$ cat src/rtl/conv_ilv_commutator.sv
// conv_ilv_commutator: commutator and sync controller for a byte-wide
// convolutional interleaver (I branches, branch k delays by k*UNIT bytes).
// Hunts the packet sync byte so packet byte 0 always enters branch 0, steps
// the branch per accepted byte, drives one-hot shift enables for the external
// delay lines and registers the selected branch output.
// Optional statistics counters are built when CONV_ILV_STATS_EN is defined.
module conv_ilv_commutator #(
    parameter int unsigned       BRANCHES = 12,
    parameter int unsigned       UNIT     = 17,
    parameter int unsigned       DATA_W   = 8,
    parameter int unsigned       PKT_LEN  = 204,
    parameter logic [DATA_W-1:0] SYNC     = 8'h47,
    parameter logic [DATA_W-1:0] SYNC_INV = 8'hB8,
    parameter int unsigned       MISS_MAX = 3
) (
    input  logic                          clk,
    input  logic                          reset,
    input  logic                          in_valid,
    input  logic [DATA_W-1:0]             in_data,
    output logic [BRANCHES-1:0]           br_en,
    output logic [DATA_W-1:0]             br_wdata,
    input  logic [BRANCHES*DATA_W-1:0]    br_rdata,
    output logic                          out_valid,
    output logic [DATA_W-1:0]             out_data,
    output logic                          locked,
    output logic                          primed,
    output logic [$clog2(BRANCHES)-1:0]   branch_idx
`ifdef CONV_ILV_STATS_EN
    ,
    output logic [15:0]                   sync_loss_cnt,
    output logic [31:0]                   pkt_cnt
`endif
);

    localparam int unsigned BR_W   = $clog2(BRANCHES);
    localparam int unsigned POS_W  = $clog2(PKT_LEN);
    localparam int unsigned MISS_W = $clog2(MISS_MAX + 1);
    localparam int unsigned FILL   = UNIT * BRANCHES * (BRANCHES - 1);
    localparam int unsigned FILL_W = $clog2(FILL + 1);

    typedef enum logic {
        ST_SEARCH,
        ST_LOCKED
    } state_t;

    state_t              r_state;
    logic [BR_W-1:0]     r_branch;
    logic [POS_W-1:0]    r_pkt_pos;
    logic [MISS_W-1:0]   r_miss;
    logic [FILL_W-1:0]   r_fill;
    logic                r_out_valid;
    logic [DATA_W-1:0]   r_out_data;
    logic                r_primed;

    logic                w_is_sync;
    logic                w_pos0;
    logic [MISS_W-1:0]   w_miss_inc;
    logic                w_loss;
    logic                w_accept;
    logic [BR_W-1:0]     w_branch_nxt;
    logic [POS_W-1:0]    w_pos_nxt;
    logic [FILL_W-1:0]   w_fill_nxt;
    logic [BRANCHES-1:0] w_br_en;
    logic [DATA_W-1:0]   w_rd_sel;

    // Accept/drop decision, next-index arithmetic and shift-enable decode
    always_comb begin
        w_is_sync    = (in_data == SYNC) || (in_data == SYNC_INV);
        w_pos0       = (r_pkt_pos == '0);
        w_miss_inc   = r_miss + 1'b1;
        // Third consecutive bad sync: this byte is discarded and lock drops
        w_loss       = (r_state == ST_LOCKED) && in_valid && w_pos0 && !w_is_sync &&
                       (w_miss_inc == MISS_W'(MISS_MAX));
        w_accept     = in_valid && ((r_state == ST_SEARCH) ? w_is_sync : !w_loss);
        w_branch_nxt = (r_branch == BR_W'(BRANCHES - 1)) ? '0 : r_branch + 1'b1;
        w_pos_nxt    = (r_pkt_pos == POS_W'(PKT_LEN - 1)) ? '0 : r_pkt_pos + 1'b1;
        w_fill_nxt   = (r_fill == FILL_W'(FILL)) ? r_fill : r_fill + 1'b1;
        w_rd_sel     = br_rdata[r_branch*DATA_W +: DATA_W];
        w_br_en      = '0;
        // Branch 0 has no delay line, so it never gets a shift enable
        if ((r_state == ST_LOCKED) && in_valid && !w_loss && (r_branch != '0)) begin
            w_br_en[r_branch] = 1'b1;
        end
    end

    // Sync FSM, commutator indices, fill tracking and registered output byte
    always_ff @(posedge clk) begin
        if (!reset) begin
            r_state     <= ST_SEARCH;
            r_branch    <= '0;
            r_pkt_pos   <= '0;
            r_miss      <= '0;
            r_fill      <= '0;
            r_out_valid <= 1'b0;
            r_out_data  <= '0;
            r_primed    <= 1'b0;
        end else begin
            r_out_valid <= w_accept;
            if (w_accept) begin
                r_out_data <= (r_branch == '0) ? in_data : w_rd_sel;
                r_branch   <= w_branch_nxt;
                r_pkt_pos  <= w_pos_nxt;
                r_fill     <= w_fill_nxt;
                if (w_fill_nxt == FILL_W'(FILL)) begin
                    r_primed <= 1'b1;
                end
            end
            case (r_state)
                ST_SEARCH: begin
                    if (w_accept) begin
                        r_state <= ST_LOCKED;
                    end
                end
                ST_LOCKED: begin
                    if (in_valid && w_pos0) begin
                        if (w_is_sync) begin
                            r_miss <= '0;
                        end else if (w_loss) begin
                            r_state   <= ST_SEARCH;
                            r_branch  <= '0;
                            r_pkt_pos <= '0;
                            r_miss    <= '0;
                            r_fill    <= '0;
                            r_primed  <= 1'b0;
                        end else begin
                            r_miss <= w_miss_inc;
                        end
                    end
                end
                default: r_state <= ST_SEARCH;
            endcase
        end
    end

`ifdef CONV_ILV_STATS_EN
    logic [15:0] r_sync_loss_cnt;
    logic [31:0] r_pkt_cnt;

    // Lock-loss (saturating) and packet-start (wrapping) statistics
    always_ff @(posedge clk) begin
        if (!reset) begin
            r_sync_loss_cnt <= '0;
            r_pkt_cnt       <= '0;
        end else begin
            if (w_loss && (r_sync_loss_cnt != '1)) begin
                r_sync_loss_cnt <= r_sync_loss_cnt + 1'b1;
            end
            if ((r_state == ST_LOCKED) && w_accept && w_pos0) begin
                r_pkt_cnt <= r_pkt_cnt + 1'b1;
            end
        end
    end

    assign sync_loss_cnt = r_sync_loss_cnt;
    assign pkt_cnt       = r_pkt_cnt;
`endif

    assign br_en      = w_br_en;
    assign br_wdata   = in_data;
    assign out_valid  = r_out_valid;
    assign out_data   = r_out_data;
    assign locked     = (r_state == ST_LOCKED);
    assign primed     = r_primed;
    assign branch_idx = r_branch;

endmodule

$ cat config.mk
export PLATFORM = sky130hd
export DESIGN_NAME = conv_ilv_commutator
export DESIGN_NICKNAME = d
export VERILOG_FILES = /design/src/rtl/conv_ilv_commutator.sv
export SDC_FILE = /design/constraint.sdc
export NUM_CORES = 1
export LEC_CHECK = 0
export ABC_AREA = 1
export CORE_MARGIN = 2
export CORE_UTILIZATION = 40
export CTS_BUF_LIST = sky130_fd_sc_hd__clkbuf_4
export DETAILED_ROUTE_END_ITERATION = 16
export GPL_ROUTABILITY_DRIVEN = 0
export PLACE_DENSITY = 0.78
export SLEW_MARGIN = 5
export SYNTH_ARGS = -nofsm -noshare
export SYNTH_HDL_FRONTEND = slang
export SYNTH_SLANG_ARGS = --single-unit
$ cat constraint.sdc
create_clock -name clk -period 2.8 [get_ports clk]
set_input_delay 0.56 -clock clk [delete_from_list [all_inputs] [get_ports clk]]
set_output_delay 0.56 -clock clk [all_outputs]
set_load 0.005 [all_outputs]
==> results_dict.tcl, run 1 <==
set metrics [dict create \
    reg2reg_depth 13 \
    yosysSeqAreaShare_pct 23.7 \
    portBuffers 140 \
    synth_top_cell_by_area "dfxtp_1" \
    grt_max_degree 53 \
    clock-root-buffer "clkbuf_4" \
    fin_cells 774 \
    antenna_found_initial 0 \
    die-width_um 92.3 \
    initial_core_util_pct 40.8 \
    nets 789 \
    wl_mm 11.8 \
    io_pins 142 \
    place_hpwl_mm 8.93 \
    outcome "finished, final reports clean" \
    die_y_um 92.3 \
    path_cells "clkdlybuf4s50_1 > inv_1 > nor2_1 > nand4_1 > nand2_2 > nor2_4 > nand2_4 > nand4_1 > buf_6 > buf_4 > nor3_2 > clkbuf_2" \
    whs_ns 0.493 \
    cpMostUsedCell "nand4_1" \
    critPathArrivalTime_ns 2.19 \
    ys_ff_latch 37 \
    fmax_ghz 0.364 \
    wl_per_cell_um 15.3 \
    hold_buffers 0 \
    yosys_most_used_dff "dfxtp_1" \
    cts_tree "done" \
    synth_top_area_share_pct 23.7 \
    multi_input_area_um2 2070 \
    grt_pass1_vias 3867 \
    grt_pass1_wl_mm 18.6 \
    synthTopCellsByCount "nor2_1 (108), nand2_1 (100), o21ai_0 (67), inv_1 (46), dfxtp_1 (37)" \
    slew_viol_final 0 \
    vias 4099 \
    start_kind "input port" \
    power.density_nw_per_um2 223 \
    cts.sinks 37 \
    seq_area_um2 741 \
    holdCritStartpoint "out_data[3]" \
    p_leak_nw 2.01 \
    drc 0 \
    yosysMostFrequentCell "nor2_1" \
    slowest_delay_ns 0.49 \
    placed_cells 764 \
    hold_class "flop to flop" \
    num_antenna_cells 0 \
    clk_latency_ns 0.34 \
    fin_worst_skew_ns 0.0136 \
    tns_ns 0 \
    grt.met2_usage_pct 48.3 \
    yosys_warnings 0 \
    worst_slack_ns 0.0532 \
    ir_worst_vdd_mv 0.225 \
    rows 32 \
    slowest_stage "clkdlybuf4s50_1" \
    rsz0062_at_grt "yes" \
    min_path_cells 2 \
    syn-num-nets 645 \
    pre_cts_ws_ns -0.350 \
    hold_end "out_data[3]" \
    async_reset_ff_share_pct 0 \
    post-route-util_pct 62.1 \
    grt.busiest_layer "met2" \
    clkTransAtPathRegs_ns 0.09 \
    track_usage_pct 27.0 \
    r2r_start "r_pkt_pos[0]" \
    die_area_um2 8520 \
    avgSynthCellArea_um2 5.90 \
    use_met3_pct 4.64 \
    crit_start "in_data[1]" \
    use_met1_pct 31.2 \
    syn_area_um2 3120 \
    yosysUniqueCellTypes 34 \
    synth_edf_count 0 \
    drv_cap 0 \
    synth_area_leaders "dfxtp_1 (24%), nor2_1 (13%), nand2_1 (12%), o21ai_0 (11%), inv_1 (5.5%)" \
    ant_nets 0 \
    synthToLayoutAreaGrowth_pct 52.2 \
    vias_per_cell 5.30 \
    worstSetupEndpointType "output pin" \
    drive_gt1_share_pct 10.7 \
    grt-ovfl-total 0 \
    dr.pass1.iters 6 \
    period_minus_slack_ns 2.75 \
    criticalPathCategory "input port to output pin" \
    relSlewSlack_pct 65.8 \
    h-tree-depth 2 \
    required_ns 2.24 \
    cts.path.max_buffers 2 \
    netlist_instances 529 \
    r2r_slack_ns 0.75 \
    r2r_end "out_data[4]" \
    worst-path-max-fanout 3 \
    fin_crit_sh_pct 98.1 \
    numCtsBuffers 5 \
    worstMarginPinSlew_ns 0.513 \
    setup_viol 0 \
    timing.final.hold_violations 0 \
    n_fill_cell 724 \
    dr.first_iter.drc_count 281 \
    core-area_um2 7650 \
]
-- area by class of cell --
cell class | count | area share [%]
Clock buffer | 5 | 0.791
Clock inverter | 1 | 0.105
Inverter | 49 | 3.87
Multi-Input combinational cell | 411 | 43.6
Sequential cell | 37 | 15.6
Tap cell | 102 | 2.69
Timing Repair Buffer | 169 | 33.3
-- cell families (layout without fill, tap and decap cells) --
| family | Yosys count | count (layout) | synth area share, % |
|---|---|---|---|
| adders and majority gates | 9 | 9 | 3.61 |
| other | 1 | 1 | 0.120 |
| AOI/OAI and AO/OA | 125 | 125 | 21.7 |
| DFF | 37 | 37 | 23.7 |
| xor gates and xnor gates | 8 | 8 | 2.25 |
| buffers and inverters | 81 | 224 | 11.7 |
| and+or+nand+nor | 268 | 268 | 36.9 |
-- registers in the layout, summed over array words and instances, names as in the netlist --
name	count
r_fill	12
out_data	8
r_pkt_pos	8
branch_idx	4
r_miss	2
locked	1
out_valid	1
primed	1
-- power breakdown --
part / internal, mW / switching [mW] / leakage [nW] / total, mW
Sequential: 0.529 / 0.00303 / 0.298 / 0.532
Clock: 0.0872 / 0.172 / 0.0269 / 0.260
Combinational: 0.176 / 0.0906 / 1.68 / 0.267
Total: 0.793 / 0.266 / 2.01 / 1.06
-- layout by cell type, fill, tap and decap left out, types with 2 or more instances in the layout --
cell type and n:
clkdlybuf4s50_1 122, nor2_1 108, nand2_1 98, o21ai_0 67, inv_1 46, dfxtp_1 37, buf_4 27, a21oi_1 26
o22ai_1 24, nand3_1 21, nor3_2 9, ha_1 9, buf_2 9, nor3_1 8, nand4_1 7, xor2_1 5
clkbuf_4 5, nand2_2 4, dlygate4sd2_1 4, dlymetal6s2s_1 4, xnor2_1 3, nor2_4 3, or2_2 3, a21boi_1 2
nor4_1 2, nor3_4 2, nand2_4 2, inv_2 2, buf_6 2
-- routing by layer --
| layer | routed length (um) | vias up | share of wire (%) |
|---|---|---|---|
| li1 | - | 2018 | - |
| met3 | 893 | 38 | 7.5 |
| met1 | 4780 | 1851 | 40 |
| met4 | 499 | 0 | 4.2 |
| met5 | 0 | - | 0 |
| met2 | 5660 | 192 | 48 |
-- how the worst max path moves through the flow --
stage | endpoint | slack, ns
finish | br_en[6] | 0.05
global route | br_en[2] | -0.02
CTS | br_en[10] | -0.05
detailed placement | br_en[7] | -0.35
global placement | br_en[10] | -0.22
floorplan | br_en[10] | 0.53
-- critical path, delay by kind of cell --
kind,cells,cell delay [ns]
AND/OR/NAND/NOR,7,0.62
buffers and inverters,5,0.98
-- what timing repair did --
item                                    4_1_cts  5_1_grt
setup buffers                                 3        1
resized for setup                            45       16
endpoints found under the setup margin       11       10
gates cloned                                  0        0
pin swaps                                     1        3
-- metrics by stage --
| stage | area, um2 | total power, mW |
|---|---|---|
| after floorplan | 3120 | 0.621 |
| after global placement | 4650 | 0.805 |
| after detailed placement | 4650 | 0.808 |
| after CTS | 4710 | 1.06 |
| after global routing | 4750 | 1.10 |
| final | 4750 | 1.06 |
Note: power is estimated with default switching activity, not from simulation.
==> run 2, diff against run 1 <==
--- a/config.mk
+++ b/config.mk
@@ -6,12 +6,14 @@
 export NUM_CORES = 1
 export LEC_CHECK = 0
 export ABC_AREA = 1
+export CAP_MARGIN = 20
+export CELL_PAD_IN_SITES_DETAIL_PLACEMENT = 1
+export CELL_PAD_IN_SITES_GLOBAL_PLACEMENT = 1
 export CORE_MARGIN = 2
-export CORE_UTILIZATION = 40
+export CORE_UTILIZATION = 28
 export CTS_BUF_LIST = sky130_fd_sc_hd__clkbuf_4
 export DETAILED_ROUTE_END_ITERATION = 16
-export GPL_ROUTABILITY_DRIVEN = 0
-export PLACE_DENSITY = 0.78
+export PLACE_DENSITY = 0.83
 export SLEW_MARGIN = 5
 export SYNTH_ARGS = -nofsm -noshare
 export SYNTH_HDL_FRONTEND = slang
==> run 2 against run 1 <==
Maximum frequency up 2.1%. Utilization shrank 17 points. Hold slack worse by 0.0026 ns. Clock power grew 13%. Register-to-register slack improved by 0.07 ns. Via count is 1.6% higher. Largest power group unchanged. Die area rose by 41%.
==> results_dict.tcl, run 2 (synthesis results as in run 1) <==
set metrics [dict create \
    path_cells "clkdlybuf4s15_1 > inv_1 > nor2_2 > nand4_1 > nand2_2 > nor2_4 > nand2_4 > nand4_1 > buf_6 > buf_6 > buf_4 > nor3_2 > clkdlybuf4s15_1" \
    period_minus_slack_ns 2.69 \
    criticalPathCategory "input port to output pin" \
    grt_pass1_wl_mm 21.4 \
    setup_viol 0 \
    swShare_pct 27.0 \
    p_clk_share_pct 26.8 \
    critPathArrivalTime_ns 2.13 \
    cts.sinks 37 \
    largest_reg_flops 12 \
    grt-ovfl-total 0 \
    fin_worst_skew_ns 0.0154 \
    hold_class "flop to flop" \
    drc 0 \
    numCtsBuffers 5 \
    power.internal_mw 0.801 \
    die_y_um 110 \
    rsz0062_at_grt "yes" \
    r2r_start "r_pkt_pos[1]" \
    layout_common_cells "clkdlybuf4s50_1 (120), nor2_1 (106), nand2_1 (98), o21ai_0 (67), inv_1 (43)" \
    dr.pass1.iters 4 \
    antenna_found_initial 1 \
    dr.first_iter.drc_count 222 \
    ir_worst_vdd_mv 0.212 \
    r2r_end "out_data[4]" \
    slew_viol_final 0 \
    whs_ns 0.491 \
    grt_pass1_vias 4319 \
    worst-path-max-fanout 3 \
    gp_congestion 0.872 \
    p_leak_nw 2.03 \
    die-width_um 110 \
    outcome "finished, final reports clean" \
    largest_register "r_fill" \
    tns_ns 0 \
    fmax_ghz 0.372 \
    clk_latency_ns 0.36 \
    required_ns 2.24 \
    portBuffers 140 \
    io_pins 142 \
    post-route-util_pct 45.1 \
    worstMarginPinSlew_ns 0.527 \
    cts_tree "done" \
    nets 802 \
    track_usage_pct 22.8 \
    r2r_slack_ns 0.82 \
    wl_mm 13.9 \
    worstSetupEndpointType "output pin" \
    timing.final.hold_violations 0 \
    drive_gt1_share_pct 12.7 \
    clkTransAtPathRegs_ns 0.12 \
    p_seq_share_pct 48.5 \
    p_sw_mw 0.297 \
    finalPower_mw 1.10 \
    slowest_delay_ns 0.23 \
    synthToLayoutAreaGrowth_pct 56.7 \
    ant_nets 0 \
    hold_end "r_miss[1]" \
    reg2reg_depth 13 \
    slowest_stage "clkdlybuf4s15_1" \
    die_area_um2 12000 \
    cts.path.max_buffers 2 \
    vias_per_cell 5.03 \
    power.density_nw_per_um2 224 \
    relSlewSlack_pct 64.8 \
    fin_crit_sh_pct 96.1 \
    holdCritStartpoint "r_miss[1]" \
    crit_start "in_data[3]" \
    vias 4166 \
    rows 38 \
    min_path_cells 2 \
    initial_core_util_pct 28.8 \
    h-tree-depth 2 \
    clock-root-buffer "clkbuf_4" \
    wl_per_cell_um 16.8 \
    core-area_um2 10800 \
    comb_power_share_pct 24.7 \
    start_kind "input port" \
    grt_max_degree 53 \
    drv_cap 0 \
    layout_commonest_cell "clkdlybuf4s50_1" \
    place_hpwl_mm 10.6 \
]
## run 2: critical path, delay by kind of cell
kind / cells / cell delay, ns
buffers and inverters: 6 / 0.91
and+or+nand+nor: 7 / 0.66
## run 2: area by class of cell
cell class                 instances  area (um2)
antenna                            2        5.00
clock buffer                       5        37.5
clock inverter                     3        17.5
fill                            1475        5950
inverter                          49         184
multi-input combinational        411        2040
sequential                        37         746
tap                              140         175
timing repair buffer             182        1690
## run 2: worst max path at each step
stage | slack, ns | endpoint | cells after the start
after floorplan | 0.53 | br_en[10] | 9
after detailed placement | -0.53 | br_en[10] | 11
after global placement | -0.38 | br_en[10] | 11
final | 0.11 | br_en[10] | 13
after global routing | -0.01 | br_en[6] | 13
after CTS | 0.005 | br_en[10] | 13
## run 2: through the flow
step | setup WS (ns) | area [um2] | instances
2_1_floorplan | 0.531 | 3120 | 529
5_1_grt | -0.0101 | 4890 | 828
3_5_place_dp | -0.534 | 4720 | 804
4_1_cts | 0.00514 | 4870 | 825
6_report | 0.109 | 4890 | 829
3_3_place_gp | -0.378 | 4720 | 804
## run 2: power by group through the flow
stage / sequential (mW) / combinational (mW) / clock, mW
after global routing: 0.533 / 0.292 / 0.328
after CTS: 0.533 / 0.272 / 0.311
final: 0.533 / 0.271 / 0.294
after detailed placement: 0.544 / 0.273 / 0
after global placement: 0.544 / 0.265 / 0
after floorplan: 0.544 / 0.0770 / 0
## run 2: metal layers
metal | part of all wire, % | global-route usage [%]
met5 | 0 | 0
met3 | 6.5 | 4.56
met2 | 49 | 42.6
met1 | 41 | 24.7
met4 | 3.5 | 9.86
## run 2: repair_timing
| action | in CTS | in global routing |
|---|---|---|
| hold buffers | 0 | 0 |
| hold endpoints to repair | 0 | 0 |
| setup buffers | 12 | 2 |
| gates resized for setup | 42 | 14 |
| setup endpoints to repair | 11 | 10 |
| pin swaps | 8 | 6 |
| cloned | 1 | 0 |
==> run 3, diff against run 2 <==
--- a/config.mk
+++ b/config.mk
@@ -5,14 +5,14 @@
 export SDC_FILE = /design/constraint.sdc
 export NUM_CORES = 1
 export LEC_CHECK = 0
-export ABC_AREA = 1
 export CAP_MARGIN = 20
 export CELL_PAD_IN_SITES_DETAIL_PLACEMENT = 1
 export CELL_PAD_IN_SITES_GLOBAL_PLACEMENT = 1
 export CORE_MARGIN = 2
-export CORE_UTILIZATION = 28
+export CORE_UTILIZATION = 30
 export CTS_BUF_LIST = sky130_fd_sc_hd__clkbuf_4
 export DETAILED_ROUTE_END_ITERATION = 16
+export HOLD_SLACK_MARGIN = 0.06
 export PLACE_DENSITY = 0.83
 export SLEW_MARGIN = 5
 export SYNTH_ARGS = -nofsm -noshare
==> run 3 against run 2 <==
The run now ends with negative setup slack left. Critical path depth shrank 4. Synthesized cell count fell by 36%. Via count fell by 18%. Largest cell class unchanged.
==> results_dict.tcl, run 3 <==
set metrics [dict create \
    grt_pass1_wl_mm 19.3 \
    synth_area_leaders "dfxtp_1 (25%), mux4_2 (18%), nor2_1 (4.7%), nand2_1 (4.3%), a21oi_1 (4.3%)" \
    ys_ff_latch 37 \
    die_y_um 103 \
    layout_common_cells "clkdlybuf4s50_1 (121), buf_4 (43), dfxtp_1 (35), nand2_1 (30), nor2_1 (30)" \
    synthTopCellsByCount "dfxtp_1 (37), nor2_1 (37), nand2_1 (34), a21oi_1 (25), mux4_2 (24)" \
    vias 3414 \
    syn_area_um2 2940 \
    synth-compound-area-share_pct 14.4 \
    drv_cap 0 \
    hold_end "primed" \
    relSlewSlack_pct 58.9 \
    numCtsBuffers 5 \
    ir_worst_vdd_mv 0.116 \
    synth_mux_area_share_pct 21.4 \
    cts.path.max_buffers 2 \
    die_area_um2 10600 \
    initial_core_util_pct 30.5 \
    start_kind "input port" \
    dr.first_iter.drc_count 147 \
    async_reset_ff_share_pct 0 \
    timing.final.hold_violations 0 \
    clk_latency_ns 0.35 \
    drive_gt1_share_pct 25.6 \
    worstMarginPinSlew_ns 0.616 \
    comb_power_share_pct 25.3 \
    track_usage_pct 23.9 \
    largest_register "r_fill" \
    slew_viol_final 0 \
    h-tree-depth 2 \
    r2r_end "r_fill[4]" \
    syn-num-nets 457 \
    post-route-util_pct 50.9 \
    yosys_warnings 0 \
    outcome "finished, violations left" \
    violations "negative setup slack" \
    largest_reg_flops 12 \
    hold_class "flop to flop" \
    yosysSeqAreaShare_pct 25.2 \
    critPathArrivalTime_ns 2.30 \
    fin_crit_sh_pct 102 \
    setup_viol 5 \
    wl_per_cell_um 19.8 \
    clkTransAtPathRegs_ns 0.11 \
    r2r_start "r_miss[0]" \
    synth_top_area_share_pct 25.2 \
    yosysUniqueCellTypes 50 \
    vias_per_cell 5.32 \
    fmax_ghz 0.350 \
    avgSynthCellArea_um2 8.63 \
    swShare_pct 24.1 \
    period_minus_slack_ns 2.86 \
    wl_mm 12.7 \
    p_sw_mw 0.261 \
    min_path_cells 2 \
    holdCritStartpoint "primed" \
    p_clk_share_pct 25.9 \
    p_seq_share_pct 48.8 \
    gp_congestion 0.843 \
    rsz0062_at_grt "yes" \
    cts.sinks 37 \
    dr.pass1.iters 4 \
    grt_pass1_vias 3718 \
    synthAdderAreaFrac_pct 3.83 \
    rows 36 \
    worst_slack_ns -0.0602 \
    ant_nets 0 \
    core-area_um2 9640 \
    clock-root-buffer "clkbuf_4" \
    required_ns 2.24 \
    worstSetupEndpointType "output pin" \
    worst-path-max-fanout 4 \
    grt-ovfl-total 0 \
    finalPower_mw 1.09 \
    power.density_nw_per_um2 221 \
    criticalPathCategory "input port to output pin" \
    synth_top_family_by_area "simple AND/OR/NAND/NOR gates" \
    netlist_instances 341 \
    fin_worst_skew_ns 0.00551 \
    die-width_um 103 \
    r2r_slack_ns 0.61 \
    whs_ns 0.487 \
    layout_commonest_cell "clkdlybuf4s50_1" \
    p_leak_nw 1.78 \
    power.internal_mw 0.825 \
    yosys_most_used_dff "dfxtp_1" \
    io_pins 142 \
    yosys.area_share.simple_pct 23.4 \
    portBuffers 140 \
    cts_tree "done" \
    place_hpwl_mm 9.37 \
    synth_top_cell_by_area "dfxtp_1" \
    drc 0 \
    reg2reg_depth 10 \
    antenna_found_initial 1 \
    synth_edf_count 0 \
    grt_max_degree 30 \
    synthToLayoutAreaGrowth_pct 67.0 \
    synthXorXnorAreaFrac_pct 4.17 \
    nets 624 \
]
==> run 3: cell types whose count changed after synthesis, moves of 10 or more <==
cell | previous run | this run
nor2_1 | 108 | 37
nand2_1 | 100 | 34
o21ai_0 | 67 | 19
inv_1 | 46 | 11
mux4_2 | 0 | 24
o22ai_1 | 24 | 4
nand3_1 | 21 | 11
nor2b_1 | 0 | 10
==> run 3: cells by family after synthesis <==
kind of cell / after synthesis
buffers and inverters: 44
DFF: 37
and+or+nand+nor: 133
muxes: 33
other: 1
xor gates and xnor gates: 14
adders and majority gates: 9
AOI/OAI and AO/OA: 70
==> run 3: layout make-up <==
class,count,area [um2]
Timing Repair Buffer,193,1810
Antenna cell,1,2.50
Fill cell,1147,4730
Inverter,11,41.3
Sequential cell,37,743
Tap cell,133,166
Multi-Input combinational cell,260,2100
Clock buffer,6,45.0
Clock inverter,1,3.75
==> run 3: routing by layer <==
layer	routed length (um)	up-vias	track usage, %
met3	686	31	5.63
met4	479	0	10.1
met1	4770	1702	25.1
met2	6770	112	45.4
met5	0	-	0
li1	-	1569	-
==> run 3: worst max-delay path, stage by stage <==
cell     delay (ns)
buf_8          0.10
or4bb_4        0.55
nor4_4         0.19
nor2_2         0.10
a31oi_4        0.26
nand2_2        0.09
buf_6          0.13
nor3_4         0.16
buf_2          0.15
==> run 3: timing repair <==
item	in CTS	in global routing
pin swaps	15	7
setup buffers	17	7
gates cloned	0	1
setup endpoints to repair	11	46
resized for setup	81	30
hold buffers	0	0
==> run 3: power by group through the flow <==
stage	logic (mW)	registers, mW	clock network, mW
finish	0.275	0.530	0.281
global route	0.290	0.531	0.315
CTS	0.269	0.530	0.287
detailed placement	0.265	0.542	0
global placement	0.255	0.542	0
floorplan	0.0757	0.542	0
==> run 3: worst max path at each step <==
stage / from / end / slack (ns) / cells after the start
6_report: in_data[7] / br_en[3] / -0.06 / 9
3_3_place_gp: in_data[3] / br_en[1] / -0.80 / 8
3_5_place_dp: in_data[3] / br_en[3] / -0.98 / 8
2_1_floorplan: branch_idx[1] / br_en[2] / 0.0009 / 10
4_1_cts: in_data[7] / br_en[3] / -0.003 / 9
5_1_grt: in_data[3] / br_en[3] / -0.15 / 9
==> run 3: stage by stage <==
| step | cell area [um2] | setup slack [ns] | setup TNS (ns) | std cells |
|---|---|---|---|---|
| final | 4910 | -0.0602 | -0.221 | 642 |
| after global routing | 4910 | -0.146 | -0.828 | 642 |
| after CTS | 4780 | -0.00295 | -0.00295 | 637 |
| after detailed placement | 4590 | -0.976 | -11.75 | 613 |
| after global placement | 4590 | -0.799 | -8.94 | 613 |
| after floorplan | 2940 | 0.000916 | 0 | 341 |
